`config.mk`:
```
export PLATFORM = sky130hd
export DESIGN_NAME = flush_seq_ctrl
export DESIGN_NICKNAME = d
export VERILOG_FILES = /design/src/rtl/control_pkg.sv /design/src/rtl/riscv_pkg.sv /design/src/rtl/flush_seq_timer.sv /design/src/rtl/flush_seq_ctrl.sv
export SDC_FILE = /design/constraint.sdc
export NUM_CORES = 1
export LEC_CHECK = 0
export CELL_PAD_IN_SITES_DETAIL_PLACEMENT = 1
export CELL_PAD_IN_SITES_GLOBAL_PLACEMENT = 2
export CORE_ASPECT_RATIO = 1.1
export CORE_UTILIZATION = 29
export CTS_CLUSTER_SIZE = 20
export DETAILED_ROUTE_END_ITERATION = 6
export PLACE_DENSITY_LB_ADDON = 0.1
export SLEW_MARGIN = 20
export SYNTH_ARGS = -nofsm -noshare
export SYNTH_HDL_FRONTEND = slang
export SYNTH_SLANG_ARGS = --single-unit
export TNS_END_PERCENT = 1
```
`constraint.sdc`:
```
create_clock -name clk_i -period 2.4 [get_ports clk_i]
set_input_delay 0.48 -clock clk_i [delete_from_list [all_inputs] [get_ports clk_i]]
set_output_delay 0.48 -clock clk_i [all_outputs]
set_load 0.05 [all_outputs]
```
`src/rtl/control_pkg.sv`:
```
// -----------------------------------------------------------------------------
// control_pkg
// Types and defaults for the flush / redirect sequencer.
//   FLUSH_CYCLES_DEF / SYNC_TIMEOUT_DEF : default parameter values
//   FLUSH_CNT_W / SYNC_CNT_W            : timer widths covering the legal ranges
//   flush_state_e                       : sequencer state encoding
//   flush_req_e                         : kind of request being sequenced
// -----------------------------------------------------------------------------
package control_pkg;

    localparam int unsigned FLUSH_CYCLES_DEF = 2;
    localparam int unsigned SYNC_TIMEOUT_DEF = 64;

    // 1..15 and 1..1023 are loaded as (value - 1)
    localparam int unsigned FLUSH_CNT_W = 4;
    localparam int unsigned SYNC_CNT_W  = 10;

    typedef enum logic [2:0] {
        IDLE     = 3'd0,
        ABORT    = 3'd1,
        DRAIN    = 3'd2,
        SYNC     = 3'd3,
        TLBFL    = 3'd4,
        REDIRECT = 3'd5
    } flush_state_e;

    typedef enum logic [1:0] {
        REQ_EXC    = 2'd0,
        REQ_FENCE  = 2'd1,
        REQ_SFENCE = 2'd2
    } flush_req_e;

endpackage : control_pkg

```
`src/rtl/riscv_pkg.sv`:
```
// -----------------------------------------------------------------------------
// riscv_pkg
// Core-wide types shared by the pipeline, MMU and cache controllers.
//   XLEN          : architectural register / PC width
//   except_code_t : exception cause code
//   asid_t        : address-space identifier
//   vpn_t         : virtual page number
//   tlb_flush_e   : TLB flush scope requested by sfence.vma
// -----------------------------------------------------------------------------
package riscv_pkg;

    localparam int unsigned XLEN = 32;

    typedef logic [3:0]  except_code_t;
    typedef logic [8:0]  asid_t;
    typedef logic [19:0] vpn_t;

    typedef enum logic [1:0] {
        NoFlush   = 2'd0,
        FlushAll  = 2'd1,
        FlushASID = 2'd2,
        FlushPage = 2'd3
    } tlb_flush_e;

endpackage : riscv_pkg

```
`src/rtl/flush_seq_timer.sv`:
```
// -----------------------------------------------------------------------------
// flush_seq_timer
// Loadable down-counter with a zero flag. Load has priority over decrement;
// the count saturates at zero.
//   clk_i, rst_n_i : clock, asynchronous active-low reset
//   load_i         : load load_val_i this cycle
//   load_val_i     : value to load
//   dec_i          : decrement by one (ignored while zero)
//   zero_o         : count is zero
// -----------------------------------------------------------------------------
module flush_seq_timer #(
    parameter int unsigned WIDTH = 4
) (
    input  logic             clk_i,
    input  logic             rst_n_i,
    input  logic             load_i,
    input  logic [WIDTH-1:0] load_val_i,
    input  logic             dec_i,
    output logic             zero_o
);

    logic [WIDTH-1:0] count_q;

    always_ff @(posedge clk_i or negedge rst_n_i) begin
        if (!rst_n_i) begin
            count_q <= '0;
        end else if (load_i) begin
            count_q <= load_val_i;
        end else if (dec_i && (count_q != '0)) begin
            count_q <= count_q - 1'b1;
        end
    end

    assign zero_o = (count_q == '0);

endmodule : flush_seq_timer

```
`src/rtl/flush_seq_ctrl.sv`:
```
// -----------------------------------------------------------------------------
// flush_seq_ctrl
// Sequences pipeline flushes for exceptions, fence (D$->L2 sync) and
// sfence.vma (TLB flush), then issues a one-cycle PC redirect.
//
//   state    | meaning
//   ---------+-----------------------------------------------------------
//   IDLE     | waiting for exception / fence / sfence
//   ABORT    | flush+abort+MSHR clears held for FLUSH_CYCLES cycles
//   DRAIN    | wait for DTLB and L1D to accept LSQ requests
//   SYNC     | fence: request L1D->L2 writeback, wait for done or timeout
//   TLBFL    | sfence: one-cycle L1/L2 TLB flush with latched fields
//   REDIRECT | one-cycle redirect; a pending exception diverts to ABORT
//
// Ports
//   clk_i, rst_n_i                 : clock, asynchronous active-low reset
//   except_raised_i/code_i, tvec_i : exception request, cause, trap vector
//   fence_i, sfence_i, sfence_*_i  : fence / sfence requests and fields
//   pc_i                           : PC of the fence instruction
//   main_cu_stall_i                : stall from the main control unit
//   dtlb/l1dc_lsq_req_rdy_i        : drain readiness
//   l2c_update_done_i              : L2 sync completion
//   flush_o, abort_o, clr_*_o      : pipeline / MSHR clear strobes
//   synch_l1dc_l2c_o               : L1D->L2 sync request
//   L1/L2TLB_flush_type_o, flush_* : TLB flush command
//   stall_o, busy_o                : stall to front-end, sequencer active
//   redirect_valid_o/pc_o, cause_o : redirect and last accepted cause
//   timeout_o                      : sticky SYNC timeout flag
// -----------------------------------------------------------------------------
module flush_seq_ctrl
    import riscv_pkg::*;
    import control_pkg::*;
#(
    parameter int unsigned FLUSH_CYCLES = FLUSH_CYCLES_DEF,
    parameter int unsigned SYNC_TIMEOUT = SYNC_TIMEOUT_DEF
) (
    input  logic            clk_i,
    input  logic            rst_n_i,
    input  logic            except_raised_i,
    input  except_code_t    except_code_i,
    input  logic [XLEN-1:0] tvec_i,
    input  logic            fence_i,
    input  logic            sfence_i,
    input  tlb_flush_e      sfence_type_i,
    input  asid_t           sfence_asid_i,
    input  vpn_t            sfence_page_i,
    input  logic [XLEN-1:0] pc_i,
    input  logic            main_cu_stall_i,
    input  logic            dtlb_lsq_req_rdy_i,
    input  logic            l1dc_lsq_req_rdy_i,
    input  logic            l2c_update_done_i,
    output logic            flush_o,
    output logic            abort_o,
    output logic            clr_l1tlb_mshr_o,
    output logic            clr_l2tlb_mshr_o,
    output logic            clear_dmshr_dregs_o,
    output logic            synch_l1dc_l2c_o,
    output tlb_flush_e      L1TLB_flush_type_o,
    output tlb_flush_e      L2TLB_flush_type_o,
    output asid_t           flush_asid_o,
    output vpn_t            flush_page_o,
    output logic            stall_o,
    output logic            busy_o,
    output logic            redirect_valid_o,
    output logic [XLEN-1:0] redirect_pc_o,
    output except_code_t    cause_o,
    output logic            timeout_o
);

    localparam logic [FLUSH_CNT_W-1:0] ABORT_LOAD = FLUSH_CNT_W'(FLUSH_CYCLES - 1);
    localparam logic [SYNC_CNT_W-1:0]  SYNC_LOAD  = SYNC_CNT_W'(SYNC_TIMEOUT - 1);

    flush_state_e    state_q, state_d;
    flush_req_e      req_q;
    logic [XLEN-1:0] tgt_pc_q;
    except_code_t    cause_q;
    tlb_flush_e      sf_type_q;
    asid_t           sf_asid_q;
    vpn_t            sf_page_q;
    logic            pend_q;
    except_code_t    pend_cause_q;
    logic [XLEN-1:0] pend_tvec_q;
    logic            timeout_q;

    logic            abort_zero, sync_zero;
    logic            abort_load, sync_load;
    logic            take_pend, exc_while_busy, sync_expire, drained;
    logic [XLEN-1:0] fence_next_pc;

    assign fence_next_pc  = pc_i + XLEN'(4);
    assign drained        = dtlb_lsq_req_rdy_i && l1dc_lsq_req_rdy_i;
    // An exception seen in REDIRECT itself is taken there directly
    assign take_pend      = (state_q == REDIRECT) && (pend_q || except_raised_i);
    assign exc_while_busy = except_raised_i && (state_q != IDLE) && (state_q != ABORT);
    // done on the last allowed cycle still counts as success
    assign sync_expire    = (state_q == SYNC) && !l2c_update_done_i && sync_zero;

    assign abort_load = (state_d == ABORT) && (state_q != ABORT);
    assign sync_load  = (state_q == DRAIN) && (state_d == SYNC);

    flush_seq_timer #(.WIDTH(FLUSH_CNT_W)) u_abort_timer (
        .clk_i      (clk_i),
        .rst_n_i    (rst_n_i),
        .load_i     (abort_load),
        .load_val_i (ABORT_LOAD),
        .dec_i      (state_q == ABORT),
        .zero_o     (abort_zero)
    );

    flush_seq_timer #(.WIDTH(SYNC_CNT_W)) u_sync_timer (
        .clk_i      (clk_i),
        .rst_n_i    (rst_n_i),
        .load_i     (sync_load),
        .load_val_i (SYNC_LOAD),
        .dec_i      (state_q == SYNC),
        .zero_o     (sync_zero)
    );

    always_ff @(posedge clk_i or negedge rst_n_i) begin
        if (!rst_n_i) begin
            state_q <= IDLE;
        end else begin
            state_q <= state_d;
        end
    end

    always_comb begin
        state_d = state_q;
        unique case (state_q)
            IDLE: begin
                if (except_raised_i) begin
                    state_d = ABORT;
                end else if (fence_i || sfence_i) begin
                    state_d = DRAIN;
                end
            end
            ABORT: begin
                if (abort_zero) begin
                    state_d = DRAIN;
                end
            end
            DRAIN: begin
                if (drained) begin
                    unique case (req_q)
                        REQ_FENCE:  state_d = SYNC;
                        REQ_SFENCE: state_d = TLBFL;
                        default:    state_d = REDIRECT;
                    endcase
                end
            end
            SYNC: begin
                if (l2c_update_done_i || sync_zero) begin
                    state_d = REDIRECT;
                end
            end
            TLBFL:    state_d = REDIRECT;
            REDIRECT: state_d = take_pend ? ABORT : IDLE;
            default:  state_d = IDLE;
        endcase
    end

    always_ff @(posedge clk_i or negedge rst_n_i) begin
        if (!rst_n_i) begin
            req_q        <= REQ_EXC;
            tgt_pc_q     <= '0;
            cause_q      <= '0;
            sf_type_q    <= NoFlush;
            sf_asid_q    <= '0;
            sf_page_q    <= '0;
            pend_q       <= 1'b0;
            pend_cause_q <= '0;
            pend_tvec_q  <= '0;
            timeout_q    <= 1'b0;
        end else begin
            if (state_q == IDLE) begin
                if (except_raised_i) begin
                    req_q    <= REQ_EXC;
                    tgt_pc_q <= tvec_i;
                    cause_q  <= except_code_i;
                end else if (fence_i) begin
                    req_q    <= REQ_FENCE;
                    tgt_pc_q <= fence_next_pc;
                end else if (sfence_i) begin
                    req_q     <= REQ_SFENCE;
                    tgt_pc_q  <= fence_next_pc;
                    sf_type_q <= sfence_type_i;
                    sf_asid_q <= sfence_asid_i;
                    sf_page_q <= sfence_page_i;
                end
            end

            if (take_pend) begin
                req_q  <= REQ_EXC;
                pend_q <= 1'b0;
                if (pend_q) begin
                    tgt_pc_q <= pend_tvec_q;
                    cause_q  <= pend_cause_q;
                end else begin
                    tgt_pc_q <= tvec_i;
                    cause_q  <= except_code_i;
                end
            end else if (exc_while_busy && !pend_q) begin
                pend_q       <= 1'b1;
                pend_cause_q <= except_code_i;
                pend_tvec_q  <= tvec_i;
            end

            if (sync_expire) begin
                timeout_q <= 1'b1;
            end
        end
    end

    always_comb begin
        flush_o             = (state_q == ABORT);
        abort_o             = (state_q == ABORT);
        clr_l1tlb_mshr_o    = (state_q == ABORT);
        clr_l2tlb_mshr_o    = (state_q == ABORT);
        clear_dmshr_dregs_o = (state_q == ABORT);
        synch_l1dc_l2c_o    = (state_q == SYNC);
        L1TLB_flush_type_o  = NoFlush;
        L2TLB_flush_type_o  = NoFlush;
        flush_asid_o        = '0;
        flush_page_o        = '0;
        if (state_q == TLBFL) begin
            L1TLB_flush_type_o = sf_type_q;
            L2TLB_flush_type_o = sf_type_q;
            flush_asid_o       = sf_asid_q;
            flush_page_o       = sf_page_q;
        end
    end

    assign busy_o           = (state_q != IDLE);
    assign stall_o          = main_cu_stall_i || busy_o;
    assign redirect_valid_o = (state_q == REDIRECT) && !take_pend;
    assign redirect_pc_o    = tgt_pc_q;
    assign cause_o          = cause_q;
    assign timeout_o        = timeout_q;

endmodule : flush_seq_ctrl

```
==> Yosys cells after proc, flatten, opt, wreduce, memory -nomap -nowiden <==
Index checks and enable logic that the tools add are counted.
{ "totals": {"register_bits": 124, "input_bits": 108, "output_inout_bits": 79, "wordCells": 96} }
{ "classes": {"add_sub_neg": 3, "eq_ne": 10, "mux": 32, "n_bitwise": 3, "reduce_logical": 35} }
{ "op_table": {"columns": ["cell", "n"], "rows": [
  ["$mux 32", 6],
  ["$add 32x3->32 const B", 1],
  ["$mux 4", 6],
  ["$mux 10", 2],
  ["$mux 20", 1],
  ["$pmux 3 s6", 1],
  ["$mux 3", 5],
  ["$logic_and 1x1->1", 12],
  ["$mux 2", 6],
  ["$logic_not 10->1", 1],
  ["$reduce_bool 10->1", 1],
  ["$reduce_bool 2->1", 5],
  ["$sub 10x1->10 const B", 1],
  ["$eq 3x2->1 const B", 3],
  ["$mux 9", 1],
  ["$reduce_bool 4->1", 2],
  ["$eq 3x1->1 const B", 2],
  ["$eq 3x3->1 const B", 2],
  ["$pmux 3 s2", 1],
  ["$reduce_and 2->1", 3],
  ["$logic_not 4->1", 1],
  ["$logic_or 1x1->1", 4],
  ["$reduce_and 4->1", 1],
  ["$sub 4x1->4 const B", 1],
  ["other kinds (8)", 14]
]} }

==> Logic depth before layout (Yosys ltp) <==
{ "depth": {"word_depth": 7, "ltp_mapped": 8, "ltp_nobuf": 7} }

==> Modules after synthesis <==
From an unflattened synthesis, not the netlist that was laid out.
{ "hier_totals": {"hier_cells": 672, "hier_area_um2": 6967.9} }
{ "by_module_without_submodules": {"columns": ["module", "n_inst", "cells_per_inst", "area_each_um2", "seq_area_each_um2"], "rows": [
  ["flush_seq_ctrl", 1, 578, 6075.8, 2752.6],
  ["flush_seq_timer at u_sync_timer", 1, 67, 621.8, 250.2],
  ["flush_seq_timer at u_abort_timer", 1, 27, 270.3, 100.1]
]} }

==> Worst setup path after synthesis <==
Ideal clock, no wire load.
{ "synth_path": {"kind": "register to register", "startpoint": "register state_q[2]", "endpoint": "register u_sync_timer.count_q[6]", "setup_time_ns": 0.129, "arrival_time_ns": 2.910, "required_time_ns": 2.271, "path_slack_ns": -0.639, "path_stages_with_launch": 7, "path_buffers": 1, "synth_period_minus_slack_ns": 3.039, "path_cell_list": "dfrtp_1 > buf_2 > nor3b_1 > nor2b_1 > nor2_1 > a21oi_1 > nor2_1"} }
{ "synth_via": {"elab_cells_between_ends": 19, "classes_between": "6 x eq/ne; 8 x mux; 5 x reduce/logical"} }
{ "synth_rtl": {"columns": ["element", "line", "source"], "rows": [
  ["from (decl)", "flush_seq_ctrl.sv:73", "flush_state_e state_q, state_d;"],
  ["from (signal assigned)", "flush_seq_ctrl.sv:123", "state_q <= state_d;"],
  ["$eq 3x1->1 *", null, null],
  ["via abort_o", "flush_seq_ctrl.sv:53", "output logic abort_o,"],
  ["$pmux 3 s6 *", "flush_seq_ctrl.sv:129", "unique case (state_q)"],
  ["$eq 3x2->1 *", "flush_seq_ctrl.sv:99", "assign sync_load = (state_q == DRAIN) && (state_d == SYNC);"],
  ["$logic_and 1x1->1 *", "flush_seq_ctrl.sv:99", null],
  ["$mux 10 / $reduce_bool 2->1 (equally long branches)", null, null],
  ["to (signal assigned)", "flush_seq_timer.sv:28", "count_q <= load_val_i;"],
  ["to (signal assigned)", "flush_seq_timer.sv:30", "count_q <= count_q - 1'b1;"],
  ["to (decl)", "flush_seq_timer.sv:22", "logic [WIDTH-1:0] count_q;"]
]} }
The timed path passes the listed nets; every way through them passes the cells marked *.
A chain may end at the register's enable or synchronous reset.

==> Worst setup path in the final report <==
{ "layout_path": {"startpoint": "register u_sync_timer.count_q[6]", "endpoint": "register u_abort_timer.count_q[1]"} }
{ "layout_via": {"elab_chain_len": 7, "elab_cells_between_ends": 8, "classes_between": "1 x eq/ne; 3 x mux; 4 x reduce/logical"} }
{ "layout_rtl": {"columns": ["element", "line", "source"], "rows": [
  ["$logic_not 10->1 *", "flush_seq_timer.sv:34", "assign zero_o = (count_q == '0);"],
  ["$logic_or 1x1->1 *", "flush_seq_ctrl.sv:152", "if (l2c_update_done_i || sync_zero) begin"],
  ["$mux 3 *", "flush_seq_ctrl.sv:152", null],
  ["$pmux 3 s6 *", "flush_seq_ctrl.sv:129", null],
  ["via state_d[2]", "flush_seq_ctrl.sv:73", null],
  ["$eq 3x1->1 *", "flush_seq_ctrl.sv:98", "assign abort_load = (state_d == ABORT) && (state_q != ABORT);"],
  ["$logic_and 1x1->1 *", "flush_seq_ctrl.sv:98", null],
  ["$mux 4 / $reduce_bool 2->1 (equally long branches)", null, null],
  ["to (signal assigned)", "flush_seq_timer.sv:28", null],
  ["to (signal assigned)", "flush_seq_timer.sv:30", null],
  ["to (decl)", "flush_seq_timer.sv:22", null]
]} }
Marked as above.

==> run metrics <==
H-Tree Depth 4; clock root buffer clkbuf_16; MaxCap Viol Count 0; setup TNS 0 ns; Clock Latency Late Sink between 0.4 and 0.5 ns; fmax ~430 MHz; crit share post-route 97.7%; Post-Synth Simple-Gate Area between 10% and 20%; die extent in x around 150 um; worst hold path type primary input to asynchronous set/reset pin; area growth from synthesis to final layout 58.5%; Detail Route Antenna Nets 0; Die Area between 20000 and 25000 um^2; Via Count 6291; EDFF count, synth 0; Routed WL per cell approximately 19 um; Hold Slack 0.0325 ns; Initial Util 29.5%; Starting DRT DRC Count 249; post-synthesis mux area share between 10% and 20%; Tightest Pin Transition around 0.57 ns; Routed WL around 24000 um; Synth Area in Compound Gates a little over an eighth; reg2reg path depth 7; CTS max path bufs 2; Leak around 4.5 nW; drt via density about 5; GRT overflow 0; post-route insts no fill around 1300; post-synthesis cell area ~6800 um^2; critical path class flop to flop; worst r2r dst u_abort_timer.count_q[1]; status completed; library cells used by synthesis 67; Post-Synthesis Cells 684; crit end category flop; CP startpoint kind flop; Avg Cell Area, Syn about 9.9 um^2; ranking of synthesized cells by area dfrtp_1 (46%), mux2_2 (10%), nand2_1 (3.5%); CTS tree yes; post-synth top area share 45.9%; PortBufs approximately 190; Post-Synthesis Net Count about 800; leading area contributor after synthesis dfrtp_1; VDD IR-drop max around 0.00067 V; Worst Path Arrival roughly 2.7 ns; Die Height approximately 160 um; largest net degree at the start of global routing 48; initial antenna violation count 0; post-layout min period around 2.3 ns; diode count 0; Pre-antenna DRT Iters 4; unrepaired setup endpoints after global routing yes; Rows 58; power per cell area between 1000 and 1500 nW/um^2; Tot GR Track Use about a fifth; vias in the first global route around 7000; GP Congestion around 0.8; Async SR Flop Fraction 100%; drt drc 0; core area roughly 23000 um^2; relative slew slack roughly 62%; Final Skew around 0.0084 ns; Worst Path Required between 2 and 3 ns; # IOs around 190; XOR/XNOR Fraction of Synth Area under 10%; Seq/Total Area, Yosys 45.9%; share of layout cells above drive strength 1 27.2%; Reg2Reg Setup Slack between 0.05 and 0.06 ns; Crit Reg-Reg Startpoint u_sync_timer.count_q[6]; Num CTS Buffers 17; Layout Nets 1052; post-DP HPWL 18100 um; number of failing hold endpoints at the final stage 0; hold_buf cts 0; first-pass GRT wire length between 30000 and 40000 um; clock sinks about 120; largest family of logic cells by synthesized area simple AND/OR/NAND/NOR gates; total power 13.6 mW; Synth Area in Adders less than 1%; Most used DFF post-synth dfrtp_1; Synth warnings 0; crit path max fanout 5; clock-pin slew on the worst setup and hold paths about 0.060 ns; Final setup viols 0; #FFs+latches synth roughly 120; Slew Limit Fails 0; cell count after placement approximately 1200
## through the flow
| step | utilization (%) | area [um^2] | worst slack [ns] |
|---|---|---|---|
| final | 46.8 | 10700 | 0.0554 |
| after global routing | 46.8 | 10700 | -0.0100 |
| after CTS | 46.7 | 10700 | 0.00652 |
| after detailed placement | 43.9 | 10000 | -0.210 |
| after global placement | 43.9 | 10000 | -0.129 |
| after floorplan | - | 6760 | -0.234 |
## cell families (layout without fill, tap and decap cells)
family / count (synthesis) / in the layout
simple gates: 247 / 247
compound gates: 140 / 140
flops: 124 / 124
mux: 81 / 81
buf+inv: 61 / 330
xor+xnor: 28 / 28
fa+ha+maj: 3 / 3
## registers in the layout, indices dropped and copies added (netlist names)
| signal | flops |
|---|---|
| state_q | 3 |
| sf_page_q | 20 |
| req_q | 2 |
| pend_cause_q | 4 |
| pend_tvec_q | 32 |
| cause_o | 4 |
| timeout_o | 1 |
| redirect_pc_o | 32 |
| u_sync_timer.count_q | 10 |
| sf_asid_q | 9 |
| u_abort_timer.count_q | 4 |
| sf_type_q | 2 |
| pend_q | 1 |
## worst max-delay path by stage
stage	from	slack (ns)	depth (start not counted)	to
6_report	u_sync_timer.count_q[6]	0.06	7	u_abort_timer.count_q[1]
2_1_floorplan	except_raised_i	-0.23	4	redirect_valid_o
3_3_place_gp	except_raised_i	-0.13	8	cause_o[2]
3_5_place_dp	pc_i[2]	-0.21	9	redirect_pc_o[20]
5_1_grt	state_q[1]	-0.01	5	flush_asid_o[4]
4_1_cts	state_q[1]	0.007	5	L2TLB_flush_type_o[0]
## cells in the mapped netlist, types with 6 or more instances
master / instances
nand2_1: 63
nor4_1: 8
xnor2_1: 12
nand4_1: 16
and2_1: 32
nor2_1: 48
buf_1: 6
nor3_1: 12
clkbuf_1: 21
xor2_1: 16
buf_4: 7
or3_1: 8
inv_1: 16
and3_1: 8
nand3_1: 20
mux2_2: 61
o21ai_0: 27
a21oi_1: 43
o21ai_1: 15
mux2i_1: 11
buf_2: 10
dfrtp_1: 124
o211ai_1: 8
a31oi_1: 6
## critical path, stage by stage, from the launching register on
cell,delay (ns)
dfrtp_2,0.44
or4_4,0.57
or4_4,0.52
nand3_2,0.12
nor3_4,0.06
buf_12,0.15
buf_4,0.15
a211oi_1,0.24
## area by class of cell
cell class,instances,area (um^2)
well taps,300,375
flip-flops and latches,124,3110
fillers,2513,12200
repair buffers,282,3090
multi-input cells,499,3430
clock buffers,17,425
clock inverters,14,219
inverters,17,63.8
## metal layers
layer / GRT usage, % / vias up / routed length, um
met3: 3.48 / 30 / 886
met2: 37.3 / 158 / 12300
met5: 0 / - / 0
li1: - / 2952 / -
met1: 25.0 / 3151 / 10100
met4: 7.12 / 0 / 524
## repair_timing
action                                  CTS  global route
buffers inserted                          0             0
endpoints found under the setup margin   11            31
pin swaps                                 0             0
hold endpoints to repair                  0             0
resized for setup                         5             8
## power breakdown
group / total [mW] / internal, mW / switching (mW)
clock network: 2.88 / 1.84 / 1.04
registers: 3.83 / 3.13 / 0.698
logic: 6.89 / 3.07 / 3.82
## cells in the final DEF, fill, tap and decap left out, types with 11 or more instances in the layout
cell | synthesis | layout
mux2_2 | 61 | 61
clkbuf_16 | 0 | 17
o21ai_0 | 27 | 27
nand3_1 | 20 | 20
nand2_1 | 63 | 63
dfrtp_1 | 124 | 121
a21oi_1 | 43 | 43
nor3_1 | 12 | 11
clkdlybuf4s50_1 | 0 | 143
nand4_1 | 16 | 16
xnor2_1 | 12 | 12
and2_1 | 32 | 28
mux2i_1 | 11 | 11
buf_12 | 0 | 49
xor2_1 | 16 | 16
o21ai_1 | 15 | 14
nor2_1 | 48 | 47
buf_4 | 7 | 90
inv_1 | 16 | 16
Note: power is estimated with default switching activity, not from simulation.
